## src/rtl/alu_exec_stage.sv

```systemverilog
// -----------------------------------------------------------------------------
// alu_exec_stage
//
// Execute-stage wrapper that sits between decode and writeback, around an
// external combinational 32-bit ALU.
//
//   decode --(in_valid/in_ready)--> [issue reg] --> ALU --> [output reg]
//                                                       --(out_valid/out_ready)--> writeback
//
// The issue register drives the ALU. The output register captures the ALU
// result behind a valid/ready handshake. This block owns the architectural
// flags register, which feeds the ALU flags input.
//
// Parameters:
//   RD_W         destination register index width
//   FLAGS_RESET  flags register value after reset
//
// Ports:
//   clk, rst                   clock; synchronous active-high reset
//   in_valid/in_ready          decode handshake
//   in_op/in_a/in_b            opcode and operands
//   in_rd/in_wr_en             destination register and write enable
//   in_flags_we                commit ALU flags when the op executes
//   flush                      kill the op held in the issue register
//   flags_load_en/_val         direct flags write (restore path)
//   alu_a/alu_b/alu_op         to ALU, straight from the issue register
//   alu_flags_in               to ALU, equal to flags_q
//   alu_result/alu_flags       from ALU
//   out_valid/out_ready        writeback handshake
//   out_result/out_rd/out_wr_en registered result
//   flags_q                    architectural flags: bit0 C, bit1 Z, bit2 N, bit3 V
//
// Optional feature (macro ALU_EXEC_STAGE_PERF_EN):
//   perf_issued  counts issue-to-output advances
//   perf_stall   counts cycles an op waits in the issue register on a full
//                output register
//   Both counters wrap at 2^32 and clear on rst.
// -----------------------------------------------------------------------------
module alu_exec_stage #(
  parameter int unsigned RD_W        = 5,
  parameter logic [7:0]  FLAGS_RESET = 8'h00
) (
  input  logic            clk,
  input  logic            rst,
  // decode side
  input  logic            in_valid,
  output logic            in_ready,
  input  logic [5:0]      in_op,
  input  logic [31:0]     in_a,
  input  logic [31:0]     in_b,
  input  logic [RD_W-1:0] in_rd,
  input  logic            in_wr_en,
  input  logic            in_flags_we,
  input  logic            flush,
  input  logic            flags_load_en,
  input  logic [7:0]      flags_load_val,
  // ALU side
  output logic [31:0]     alu_a,
  output logic [31:0]     alu_b,
  output logic [5:0]      alu_op,
  output logic [7:0]      alu_flags_in,
  input  logic [31:0]     alu_result,
  input  logic [7:0]      alu_flags,
  // writeback side
  output logic            out_valid,
  input  logic            out_ready,
  output logic [31:0]     out_result,
  output logic [RD_W-1:0] out_rd,
  output logic            out_wr_en,
  output logic [7:0]      flags_q
`ifdef ALU_EXEC_STAGE_PERF_EN
  ,
  output logic [31:0]     perf_issued,
  output logic [31:0]     perf_stall
`endif
);

  // ---------------------------------------------------------------------------
  // State
  // ---------------------------------------------------------------------------
  typedef struct packed {
    logic [5:0]      op;
    logic [31:0]     a;
    logic [31:0]     b;
    logic [RD_W-1:0] rd;
    logic            wr_en;
    logic            flags_we;
  } iss_t;

  typedef struct packed {
    logic [31:0]     result;
    logic [RD_W-1:0] rd;
    logic            wr_en;
  } res_t;

  logic       iss_valid_q, iss_valid_d;
  iss_t       iss_q,       iss_d;
  logic       out_valid_q, out_valid_d;
  res_t       res_q,       res_d;
  logic [7:0] flags_d;
  logic [7:0] flags_r;

  // ---------------------------------------------------------------------------
  // Handshake
  // ---------------------------------------------------------------------------
  logic out_free;
  logic adv;
  logic accept;

  // The output register can take a new result if it is empty or being drained.
  assign out_free = !out_valid_q || out_ready;
  // The op in the issue register moves on unless flush kills it this cycle.
  assign adv      = iss_valid_q && out_free && !flush;
  // in_ready depends on state, out_ready and flush only, never on in_valid,
  // so decode may wait for in_ready before raising in_valid without a loop.
  assign in_ready = !flush && (!iss_valid_q || adv);
  assign accept   = in_valid && in_ready;

  // ---------------------------------------------------------------------------
  // Next-state logic
  // ---------------------------------------------------------------------------
  always_comb begin
    // NOTE: every signal gets its hold value first so that no path through the
    // branches below leaves it unassigned, which would infer a latch.
    iss_valid_d = iss_valid_q;
    iss_d       = iss_q;
    out_valid_d = out_valid_q;
    res_d       = res_q;
    flags_d     = flags_r;

    // Issue register. Payload loads only on accept; while idle it keeps the
    // last op so the ALU inputs do not toggle needlessly.
    if (accept) begin
      iss_valid_d    = 1'b1;
      iss_d.op       = in_op;
      iss_d.a        = in_a;
      iss_d.b        = in_b;
      iss_d.rd       = in_rd;
      iss_d.wr_en    = in_wr_en;
      iss_d.flags_we = in_flags_we;
    end else if (adv || flush) begin
      iss_valid_d = 1'b0;
    end

    // Output register. Holds stable while valid and not drained.
    if (adv) begin
      out_valid_d  = 1'b1;
      res_d.result = alu_result;
      res_d.rd     = iss_q.rd;
      res_d.wr_en  = iss_q.wr_en;
    end else if (out_ready) begin
      out_valid_d = 1'b0;
    end

    // Flags. The op in the issue register reads flags_r; its predecessor
    // committed on the edge this op entered, so there is no flags hazard.
    // The restore path wins over an ALU commit on the same edge.
    if (flags_load_en) begin
      flags_d = flags_load_val;
    end else if (adv && iss_q.flags_we) begin
      flags_d = alu_flags;
    end
  end

  // ---------------------------------------------------------------------------
  // Registers
  // ---------------------------------------------------------------------------
  always_ff @(posedge clk) begin
    // NOTE: sequential state uses non-blocking assignments so every register
    // samples its next value from the same pre-edge snapshot.
    if (rst) begin
      // NOTE: the datapath registers are reset as well, not just the valid
      // bits, because the ALU inputs and result outputs must read 0 after reset.
      iss_valid_q <= 1'b0;
      iss_q       <= '0;
      out_valid_q <= 1'b0;
      res_q       <= '0;
      flags_r     <= FLAGS_RESET;
    end else begin
      iss_valid_q <= iss_valid_d;
      iss_q       <= iss_d;
      out_valid_q <= out_valid_d;
      res_q       <= res_d;
      flags_r     <= flags_d;
    end
  end

  // ---------------------------------------------------------------------------
  // Optional performance counters
  // ---------------------------------------------------------------------------
`ifdef ALU_EXEC_STAGE_PERF_EN
  logic [31:0] perf_issued_q, perf_issued_d;
  logic [31:0] perf_stall_q,  perf_stall_d;

  always_comb begin
    perf_issued_d = perf_issued_q;
    perf_stall_d  = perf_stall_q;
    if (adv) begin
      perf_issued_d = perf_issued_q + 32'd1;
    end
    // A flushed op still counts as stalled if the output register is full.
    if (iss_valid_q && !out_free) begin
      perf_stall_d = perf_stall_q + 32'd1;
    end
  end

  always_ff @(posedge clk) begin
    if (rst) begin
      perf_issued_q <= '0;
      perf_stall_q  <= '0;
    end else begin
      perf_issued_q <= perf_issued_d;
      perf_stall_q  <= perf_stall_d;
    end
  end

  assign perf_issued = perf_issued_q;
  assign perf_stall  = perf_stall_q;
`endif

  // ---------------------------------------------------------------------------
  // Outputs
  // ---------------------------------------------------------------------------
  assign alu_a        = iss_q.a;
  assign alu_b        = iss_q.b;
  assign alu_op       = iss_q.op;
  assign alu_flags_in = flags_r;
  assign flags_q      = flags_r;

  assign out_valid    = out_valid_q;
  assign out_result   = res_q.result;
  assign out_rd       = res_q.rd;
  assign out_wr_en    = res_q.wr_en;

endmodule

```

## config.mk

```make
export PLATFORM = sky130hd
export DESIGN_NAME = alu_exec_stage
export DESIGN_NICKNAME = d
export VERILOG_FILES = /design/src/rtl/alu_exec_stage.sv
export SDC_FILE = /design/constraint.sdc
export NUM_CORES = 1
export LEC_CHECK = 0
export CORE_MARGIN = 2
export CORE_UTILIZATION = 43
export DETAILED_ROUTE_END_ITERATION = 7
export PLACE_DENSITY = 0.81
export SETUP_SLACK_MARGIN = 0.1
export SLEW_MARGIN = 25
export SYNTH_ARGS = -nofsm -noshare
export SYNTH_HDL_FRONTEND = slang
export SYNTH_SLANG_ARGS = --single-unit
```

## constraint.sdc

```tcl
create_clock -name clk -period 1.7 [get_ports clk]
set_clock_uncertainty 0.05 [all_clocks]
set_input_delay 0.17 -clock clk [delete_from_list [all_inputs] [get_ports clk]]
set_output_delay 0.17 -clock clk [all_outputs]
set_load 0.005 [all_outputs]
```

==> run metrics <==
io pins=257; global-route wire length before repair=23.67 mm; Cell Chain, Critical Path=clkdlybuf4s50_1; Register Area=0.002504 sq mm; Via density=4.961; Routed WL=15.42 mm; # diodes=0; switch share=between 20 and 25%; main combinational cell family by area after synthesis=simple AND/OR/NAND/NOR gates; Synth Area in XOR/XNOR=0%; Gate power share=between 10% and 20%; Worst Max-Slew Pin Slew=0.3666 ns; chip width=121.4 um; Max-cap violations=0; Yosys warnings=0; Seq pwr share=43.4%; Layout area overhead=45.72%; DRT Pass-1 Iters=5; fin crit share=91.15%; Port Buffer Count=256; post-synthesis mux area share=between 10% and 20%; family with the most delay on the worst path=buffers and inverters; status=finished clean; gr usage total=20.37%; gr busiest metal=met2; Cell Area, Synth=0.005924 sq mm; Multi-input gate area=around 0.0026 sq mm; vias in the first global route=4836; core area=around 0.013 sq mm; chip height=between 100 and 150 um; maximum clock frequency=645.4 MHz; GPL Wtd Cong=0.7812; Crit path required time=1.48 ns; Yosys top cell by area=dfxtp_1; Slew HR=between 70 and 80%; Yosys cell types=20; WS Path Type=flop to output port; Slew Viols, Final=0; Crit path buffers/inverters=1; crit end category=output port; Startpoint Class=flop; Max stage delay on crit path=0.55 ns; met2 Use GR=35.53%; pwr/cell area=838.5 mW/mm^2; CTS H-tree lvls=4; Initial Util=44.39%; Clk pwr share=42.2%; DRC viols=0; CP max stage cell=clkdlybuf4s50_1; Mapped Avg Cell Area=9.345 sq um; clock sinks=125; Synth top area share=between 40% and 50%; Clock Root Buffer=clkbuf_16; GR Layer Usage met1=about 23%; # hold bufs at CTS=0; ANT nets after route=0; fin crit period=1.550 ns; P_leak=3.113 nW; largest net degree at the start of global routing=107; VDD IR max=0.0006452 V; synthesis-stage register bit count=125; Die ar.=around 0.015 sq mm; Synth Area in Simple Gates=20.13%; CTS tree=built; layout cells sized above 1=6.304%; internal power=around 5.6 mW; endpoints failing setup=0; RSZ-0062 raised after global routing=false; worst skew pair latency=0.41 ns; Data arrival, critical path=1.33 ns; DP Wirelength=10.95 mm; Area contributors post-synth=dfxtp_1 42%, nand2b_1 17%, mux2i_1 14%; Filler Cell Count=between 1000 and 1500; Post-Syn Instances=634; 1st-iter DRT viols=285; grt total ovfl=0; post-DR wirelength/cell=15.65 um; adder-cell area share of the yosys netlist=0%; CP Max Fanout=3; Syn Nets=765; sequential fraction of the synthesis area=42.24%; post-synthesis compound-gate area fraction=9.166%; Clock Path Buffers=2; initial antenna violation count=0; final hold violations=0; GRT met3 Usage=5.733%; total power=7.239 mW; DR vias=4887; Switch Pwr=1.619 mW; CTS Buf Count=17; Setup TNS=0 ns; num rows=42; clock-pin slew on the worst setup and hold paths=roughly 0.050 ns; worst hold path class=input pin to flop; Nets=928
-- Yosys cell counts (all sizes together) --
| library cell | n |
|---|---|
| a211oi | 8 |
| nand3 | 38 |
| a21oi | 42 |
| nor2b | 2 |
| a31o | 1 |
| buf | 100 |
| o21ai | 38 |
| nor3 | 1 |
| nand2b | 157 |
| clkbuf | 29 |
| a311oi | 8 |
| dfxtp | 125 |
| mux2i | 85 |
-- what timing repair did --
action	4_1_cts	5_1_grt
buffers inserted	1	0
endpoints found under the setup margin	1	2
gates resized for setup	2	1
-- cell usage in the layout (no fill, tap or decap) --
cell type	synthesis	routed
a21oi_1	41	41
buf_12	0	9
buf_4	82	9
clkdlybuf4s50_1	0	254
o21ai_1	1	1
a311oi_1	8	8
nor2b_4	0	2
clkbuf_8	0	1
nand3_1	38	38
clkbuf_16	0	17
clkinvlp_4	0	1
clkbuf_1	28	4
clkinv_2	0	8
a211oi_1	8	8
nand2b_1	157	156
a21oi_4	0	1
mux2i_1	85	85
dlygate4sd2_1	0	1
dfxtp_1	125	124
a31o_2	1	1
o21ai_0	37	37
nand2b_2	0	1
nor3_1	1	1
dfxtp_2	0	1
-- layer usage --
| metal | routed length, um | share of wire (%) |
|---|---|---|
| met5 | 0 | 0 |
| met4 | 349 | 2.3 |
| met3 | 1098 | 7.1 |
| met2 | 7921 | 51 |
| met1 | 6045 | 39 |
-- logic make-up (layout without fill, tap and decap cells) --
logic type | Yosys count | after routing
flops | 125 | 125
buf+inv | 129 | 304
mux | 85 | 85
compound gates | 97 | 97
simple gates | 198 | 198
-- path summary, 6_finish.rpt --
check        slack (ns)                    startpoint                      to  depth (start not counted)
max                0.15  alu_flags_in[5]$_SDFFE_PP0P_         alu_flags_in[5]                          1
min                0.23                           rst  out_rd[1]$_SDFFE_PP0P_                          3
max reg2reg        0.22        out_valid$_SDFFE_PP0P_   alu_a[2]$_SDFFE_PP0P_                          6
min reg2reg        0.42        alu_a[28]$_SDFFE_PP0P_  alu_a[28]$_SDFFE_PP0P_                          2
-- flip-flops by register name, summed over array words and instances, names as in the netlist --
signal,flops
alu_flags_in,8
iss_valid_q,1
out_valid,1
alu_a,32
out_rd,5
out_result,32
alu_op,6
iss_q,7
out_wr_en,1
alu_b,32
-- final cells by class --
| cell class | instances | area share [%] |
|---|---|---|
| timing repair buffer | 273 | 32.42 |
| tap | 176 | 2.551 |
| sequential | 125 | 29.00 |
| multi-input combinational | 380 | 30.22 |
| clock inverter | 9 | 0.5507 |
| clock buffer | 22 | 5.261 |
-- per-stage QoR --
step | instances | setup WS [ns] | hold WS [ns] | area (sq um) | utilization [%]
after floorplan | 634 | 0.3623 | 0.1993 | 5924 | -
after global placement | 953 | -0.01092 | 0.4051 | 8119 | 60.83
after detailed placement | 953 | -0.09013 | 0.4127 | 8119 | 60.83
after CTS | 985 | 0.1210 | 0.2302 | 8632 | 64.67
after global routing | 985 | 0.1142 | 0.2587 | 8633 | 64.68
final | 985 | 0.1505 | 0.2327 | 8633 | 64.68
-- power groups by stage --
stage / Clock (mW) / Combinational [mW] / Sequential (mW)
floorplan: 0 / 0.522 / 3.18
global placement: 0 / 1.03 / 3.19
detailed placement: 0 / 1.05 / 3.20
CTS: 3.13 / 1.05 / 3.14
global route: 3.27 / 1.12 / 3.15
finish: 3.06 / 1.04 / 3.14
Note: power is estimated with default switching activity, not from simulation.
